===== src/rtl/mem_arb_pkg.sv =====
// Shared types for mem_port_arbiter: FSM states, requester ids, streak width.
package mem_arb_pkg;

   typedef enum logic [1:0] {
      IDLE   = 2'd0,
      RESP_I = 2'd1,
      RESP_D = 2'd2
   } state_t;

   typedef enum logic {
      REQ_I = 1'b0,
      REQ_D = 1'b1
   } req_id_t;

   localparam int unsigned STREAK_W = 4;

endpackage


===== src/rtl/mem_arb_perf.sv =====
// Saturating grant / fetch-wait counters for mem_port_arbiter.
// Only instantiated when MEM_ARB_PERF_EN is defined.
module mem_arb_perf (
   input  logic        clk,
   input  logic        reset,
   input  logic        imem_grant,
   input  logic        dmem_grant,
   input  logic        imem_wait,
   output logic [31:0] perf_imem_grants,
   output logic [31:0] perf_dmem_grants,
   output logic [31:0] perf_imem_wait
);

   logic [31:0] r_imem_grants;
   logic [31:0] r_dmem_grants;
   logic [31:0] r_imem_wait;

   function automatic logic [31:0] sat_inc(input logic [31:0] v);
      if (v == 32'hFFFF_FFFF) begin
         return v;
      end else begin
         return v + 32'd1;
      end
   endfunction

   // counter registers, each holding at all-ones once saturated
   always_ff @(posedge clk) begin
      if (reset) begin
         r_imem_grants <= 32'd0;
         r_dmem_grants <= 32'd0;
         r_imem_wait   <= 32'd0;
      end else begin
         if (imem_grant) r_imem_grants <= sat_inc(r_imem_grants);
         if (dmem_grant) r_dmem_grants <= sat_inc(r_dmem_grants);
         if (imem_wait)  r_imem_wait   <= sat_inc(r_imem_wait);
      end
   end

   assign perf_imem_grants = r_imem_grants;
   assign perf_dmem_grants = r_dmem_grants;
   assign perf_imem_wait   = r_imem_wait;

endmodule


===== src/rtl/mem_port_arbiter.sv =====
// Arbitrates one fixed-latency single-ported memory between fetch (imem) and
// data (dmem) requesters. Optional perf counters: define MEM_ARB_PERF_EN.
module mem_port_arbiter
   import mem_arb_pkg::*;
#(
   parameter int unsigned STARVE_LIMIT = 4
) (
   input  logic        clk,
   input  logic        reset,
   input  logic [31:0] imem_addr,
   input  logic        imem_read_en,
   output logic [31:0] imem_data_o,
   output logic        imem_hit,
   input  logic [31:0] dmem_addr,
   input  logic [31:0] dmem_data_i,
   input  logic [3:0]  dmem_data_en,
   input  logic        dmem_read_en,
   input  logic        dmem_write_en,
   output logic [31:0] dmem_data_o,
   output logic        dmem_hit,
   output logic [31:0] mem_addr,
   output logic [31:0] mem_data_i,
   output logic [3:0]  mem_data_en,
   output logic        mem_read_en,
   output logic        mem_write_en,
   input  logic [31:0] mem_data_o,
   output logic [31:0] perf_imem_grants,
   output logic [31:0] perf_dmem_grants,
   output logic [31:0] perf_imem_wait
);

   localparam logic [STREAK_W-1:0] LIMIT = STREAK_W'(STARVE_LIMIT);

   state_t                r_state;
   state_t                w_state_nxt;
   logic [STREAK_W-1:0]   r_streak;
   logic [STREAK_W-1:0]   w_streak_nxt;
   logic                  r_is_write;
   logic                  w_grant_valid;
   req_id_t               w_grant_id;
   logic                  w_dmem_req;

   assign w_dmem_req = dmem_read_en | dmem_write_en;

   // grant decision, downstream mux and response outputs
   always_comb begin
      w_state_nxt   = r_state;
      w_grant_valid = 1'b0;
      w_grant_id    = REQ_D;
      mem_addr      = 32'd0;
      mem_data_i    = 32'd0;
      mem_data_en   = 4'd0;
      mem_read_en   = 1'b0;
      mem_write_en  = 1'b0;
      imem_hit      = 1'b0;
      imem_data_o   = 32'd0;
      dmem_hit      = 1'b0;
      dmem_data_o   = 32'd0;
      case (r_state)
         IDLE: begin
            // dmem wins unless a waiting fetch has hit the starvation bound
            if (reset) begin
               w_state_nxt = IDLE;
            end else if (w_dmem_req && !(imem_read_en && (r_streak == LIMIT))) begin
               w_grant_valid = 1'b1;
               w_grant_id    = REQ_D;
               mem_addr      = dmem_addr;
               mem_data_i    = dmem_data_i;
               mem_data_en   = dmem_data_en;
               mem_write_en  = dmem_write_en;
               mem_read_en   = ~dmem_write_en;
               w_state_nxt   = RESP_D;
            end else if (imem_read_en) begin
               w_grant_valid = 1'b1;
               w_grant_id    = REQ_I;
               mem_addr      = imem_addr;
               mem_data_en   = 4'hF;
               mem_read_en   = 1'b1;
               w_state_nxt   = RESP_I;
            end else begin
               w_state_nxt = IDLE;
            end
         end
         RESP_I: begin
            imem_hit    = ~reset;
            imem_data_o = reset ? 32'd0 : mem_data_o;
            w_state_nxt = IDLE;
         end
         RESP_D: begin
            dmem_hit    = ~reset;
            dmem_data_o = (reset || r_is_write) ? 32'd0 : mem_data_o;
            w_state_nxt = IDLE;
         end
         default: begin
            w_state_nxt = IDLE;
         end
      endcase
   end

   // starvation streak next value
   always_comb begin
      w_streak_nxt = r_streak;
      if (!imem_read_en) begin
         w_streak_nxt = {STREAK_W{1'b0}};
      end else if (w_grant_valid && (w_grant_id == REQ_I)) begin
         w_streak_nxt = {STREAK_W{1'b0}};
      end else if (w_grant_valid && (r_streak < LIMIT)) begin
         w_streak_nxt = r_streak + {{(STREAK_W-1){1'b0}}, 1'b1};
      end else begin
         w_streak_nxt = r_streak;
      end
   end

   // state, streak and registered dmem access type
   always_ff @(posedge clk) begin
      if (reset) begin
         r_state    <= IDLE;
         r_streak   <= {STREAK_W{1'b0}};
         r_is_write <= 1'b0;
      end else begin
         r_state  <= w_state_nxt;
         r_streak <= w_streak_nxt;
         if (w_grant_valid && (w_grant_id == REQ_D)) begin
            r_is_write <= dmem_write_en;
         end
      end
   end

`ifdef MEM_ARB_PERF_EN
   logic w_imem_issue;
   logic w_dmem_issue;
   logic w_imem_wait;

   assign w_imem_issue = w_grant_valid && (w_grant_id == REQ_I);
   assign w_dmem_issue = w_grant_valid && (w_grant_id == REQ_D);
   // a fetch already in its response cycle is not waiting
   assign w_imem_wait  = imem_read_en && !w_imem_issue && (r_state != RESP_I) && !reset;

   mem_arb_perf u_perf (
      .clk              (clk),
      .reset            (reset),
      .imem_grant       (w_imem_issue),
      .dmem_grant       (w_dmem_issue),
      .imem_wait        (w_imem_wait),
      .perf_imem_grants (perf_imem_grants),
      .perf_dmem_grants (perf_dmem_grants),
      .perf_imem_wait   (perf_imem_wait)
   );
`else
   assign perf_imem_grants = 32'd0;
   assign perf_dmem_grants = 32'd0;
   assign perf_imem_wait   = 32'd0;
`endif

endmodule

===== config.mk =====
export PLATFORM = sky130hd
export DESIGN_NAME = mem_port_arbiter
export DESIGN_NICKNAME = d
export VERILOG_FILES = /design/src/rtl/mem_arb_pkg.sv /design/src/rtl/mem_arb_perf.sv /design/src/rtl/mem_port_arbiter.sv
export SDC_FILE = /design/constraint.sdc
export NUM_CORES = 1
export LEC_CHECK = 0
export ABC_AREA = 1
export CAP_MARGIN = 5
export CELL_PAD_IN_SITES_DETAIL_PLACEMENT = 1
export CELL_PAD_IN_SITES_GLOBAL_PLACEMENT = 1
export CORE_MARGIN = 2
export CORE_UTILIZATION = 11
export DETAILED_ROUTE_END_ITERATION = 16
export GPL_ROUTABILITY_DRIVEN = 0
export MAX_ROUTING_LAYER = met4
export PLACE_DENSITY = 0.78
export SYNTH_ARGS = -nofsm -noshare
export SYNTH_HDL_FRONTEND = slang
export SYNTH_SLANG_ARGS = --single-unit

===== constraint.sdc =====
create_clock -name clk -period 1.55 [get_ports clk]
set_input_delay 0.3875 -clock clk [delete_from_list [all_inputs] [get_ports clk]]
set_output_delay 0.3875 -clock clk [all_outputs]
set_load 0.02 [all_outputs]

==> flow_summary.yaml <==
outcome:
  status: "finished, violations left"
  violations: "setup timing"
sta:
  fin_crit_sh: 1.35
  hold_viol: 0
  drv_slew: 0
  fmax_mhz: 479
  holdWs_ps: 571
  setup_ws_ps: -540
  skew_ps: 2.03
  rsz0062_at_grt: "yes"
  setup_viol: 135
  period_needed_ps: 2090
clock_network:
  cts_sinks: 7
  insertion_delay_ps: 230
  cts_inserted_buffers: 3
  clk_pin_slew_ps: 40
  tritoncts: "done"
  cts-root-buf: "clkbuf_16"
  postCtsHoldBufs: 0
  clk_path_buf_depth: 2
  htree_levels: 1
floorplan:
  coreArea_um2: 21100
  die_area_um2: 22700
  rows: 53
  fp.dieW_um: 151
  chipHeight_um: 151
  start_util: 0.112
  ios: 369
power_and_ir_drop:
  power.total_w: 0.00295
  p_leak_nw: 3.87
  powerDensity_nw_per_um2: 372
  ir_worst_vdd_mv: 0.341
setup_path:
  startpoint_type: "flip-flop"
  r2r_cells: 10
  endpoint_kind: "output pin"
  critPathMaxFanout: 7
  required_ps: 1160
  arrival_ps: 1700
  path_class: "reg -> out"
global_route:
  use_met1: 0.129
  grt_pass1_wl_mm: 21.9
  use_met3: 0.0286
  grt_pass1_vias: 4044
  overflow: 0
  grt_start_max_net_pins: 15
  antenna_found_initial: 1
  met2_usage: 0.265
  busiest_layer: "met2"
  grtUsageTotal: 0.132
routing:
  drtPass1Iterations: 4
  drt_iter0_drc: 33
  postRouteAntennaNets: 0
  wire_per_inst_um: 15.2
  routed_wl_mm: 16.3
  drc: 0
  viasPerCell: 3.49
  vias: 3735
final_layout:
  multi_input_area_um2: 2770
  drive_above_1_share: 0.564
  final_nets: 935
  fin_area_um2: 7950
  synthToLayoutAreaGrowth_pct: 235
  fin_cells: 1071
  final_common_cell: "buf_6"
  seq_area_um2: 145
  layout_common_cells: "buf_6 (156), clkdlybuf4s50_1 (132), conb_1 (96)"
  nFillCells: 2427
yosys:
  ys_ff_latch: 7
  synthCells: 441
  yosysWarnings: 0
  synth_top_area_share: 0.313
  synth_area_leader_cell: "buf_4"
  synth_area_um2: 2370
  synth_area_leaders: "buf_4 (31%), nand2_1 (14%), inv_1 (13%)"
  syn_area_per_cell_um2: 5.38
  yosys.cell_types.count: 24
  ys_seq_area_frac: 0.0591
placement:
  dp.cells: 1010
  pre_cts_slack_ps: -1160
  portBuffers: 272
  hpwl_mm: 10.7
  dpl_cell_area_um2: 5970
min_path:
  holdPathStages: 4
  hold_class: "reg -> reg"
flow_run:
  maxCapViolations: 0
[cell usage after synthesis (all sizes together)]
master / instances
a21oi: 1
buf: 111
clkbuf: 3
conb: 1
dfxtp: 7
ha: 2
inv: 85
nand2: 111
nand3: 4
nand4: 4
nor2: 76
nor3: 32
o21ai: 4
[final cells by class]
cell class,instances,share of cell area
multi-input combinational,330,0.348
antenna,1,0.000315
inverter,85,0.0442
sequential,7,0.0183
timing repair buffer,369,0.535
clock buffer,4,0.00992
tap,275,0.0433
[timing repair]
| item | CTS | global route |
|---|---|---|
| endpoints found under the setup margin | 138 | 137 |
| resized for setup | 972 | 163 |
| pin swaps | 14 | 80 |
| buffers inserted | 39 | 19 |
| cloned | 11 | 3 |
[metrics by stage]
stage,TNS [ps],utilization
after floorplan,-2880,-
after global placement,-138540,0.283
after detailed placement,-141410,0.283
after CTS,-54030,0.349
after global routing,-55300,0.377
final,-44900,0.377
[critical path, stage by stage (launching register included)]
cell      delay, ps
dfxtp_2         310
inv_2            70
ha_4            150
nand4_4          90
buf_12          150
nand2_8          50
nand3_4          90
clkinv_8        100
buf_8           110
buf_12          110
nand2_2          50
nand2_2          60
buf_6           110
[flip-flops by register name, summed over array words and instances (netlist names)]
name / flops
r_streak: 4
r_state: 2
r_is_write: 1
[logic make-up after synthesis]
family	synth area share
AND/OR/NAND/NOR	0.426
flip-flops	0.0591
adder cells (fa/ha/maj)	0.0106
AO/OA/AOI/OAI	0.0106
buffers and inverters	0.492
other	0.00158
[path summary, 6_finish.rpt]
| kind | from | slack (ps) | endpoint |
|---|---|---|---|
| setup / recovery | r_streak[0]$_SDFFE_PP0P_ | -540 | mem_addr[18] |
| hold / removal | r_streak[0]$_SDFFE_PP0P_ | 570 | r_streak[0]$_SDFFE_PP0P_ |
| setup reg to reg | r_streak[0]$_SDFFE_PP0P_ | 50 | r_is_write$_SDFFE_PP0P_ |
| hold reg to reg | r_streak[0]$_SDFFE_PP0P_ | 570 | r_streak[0]$_SDFFE_PP0P_ |
[power by group]
group	internal (W)	total [W]	switching [W]
logic	0.00112	0.00231	0.00119
clock network	0.000343	0.000449	0.000106
registers	0.000189	0.000193	0.00000407
[metal layers]
layer | vias up | wire length [um]
met2 | 195 | 9550
met1 | 1741 | 5280
met5 | - | 0
met3 | 4 | 1320
li1 | 1795 | -
met4 | 0 | 104
Note: power is estimated with default switching activity, not from simulation.
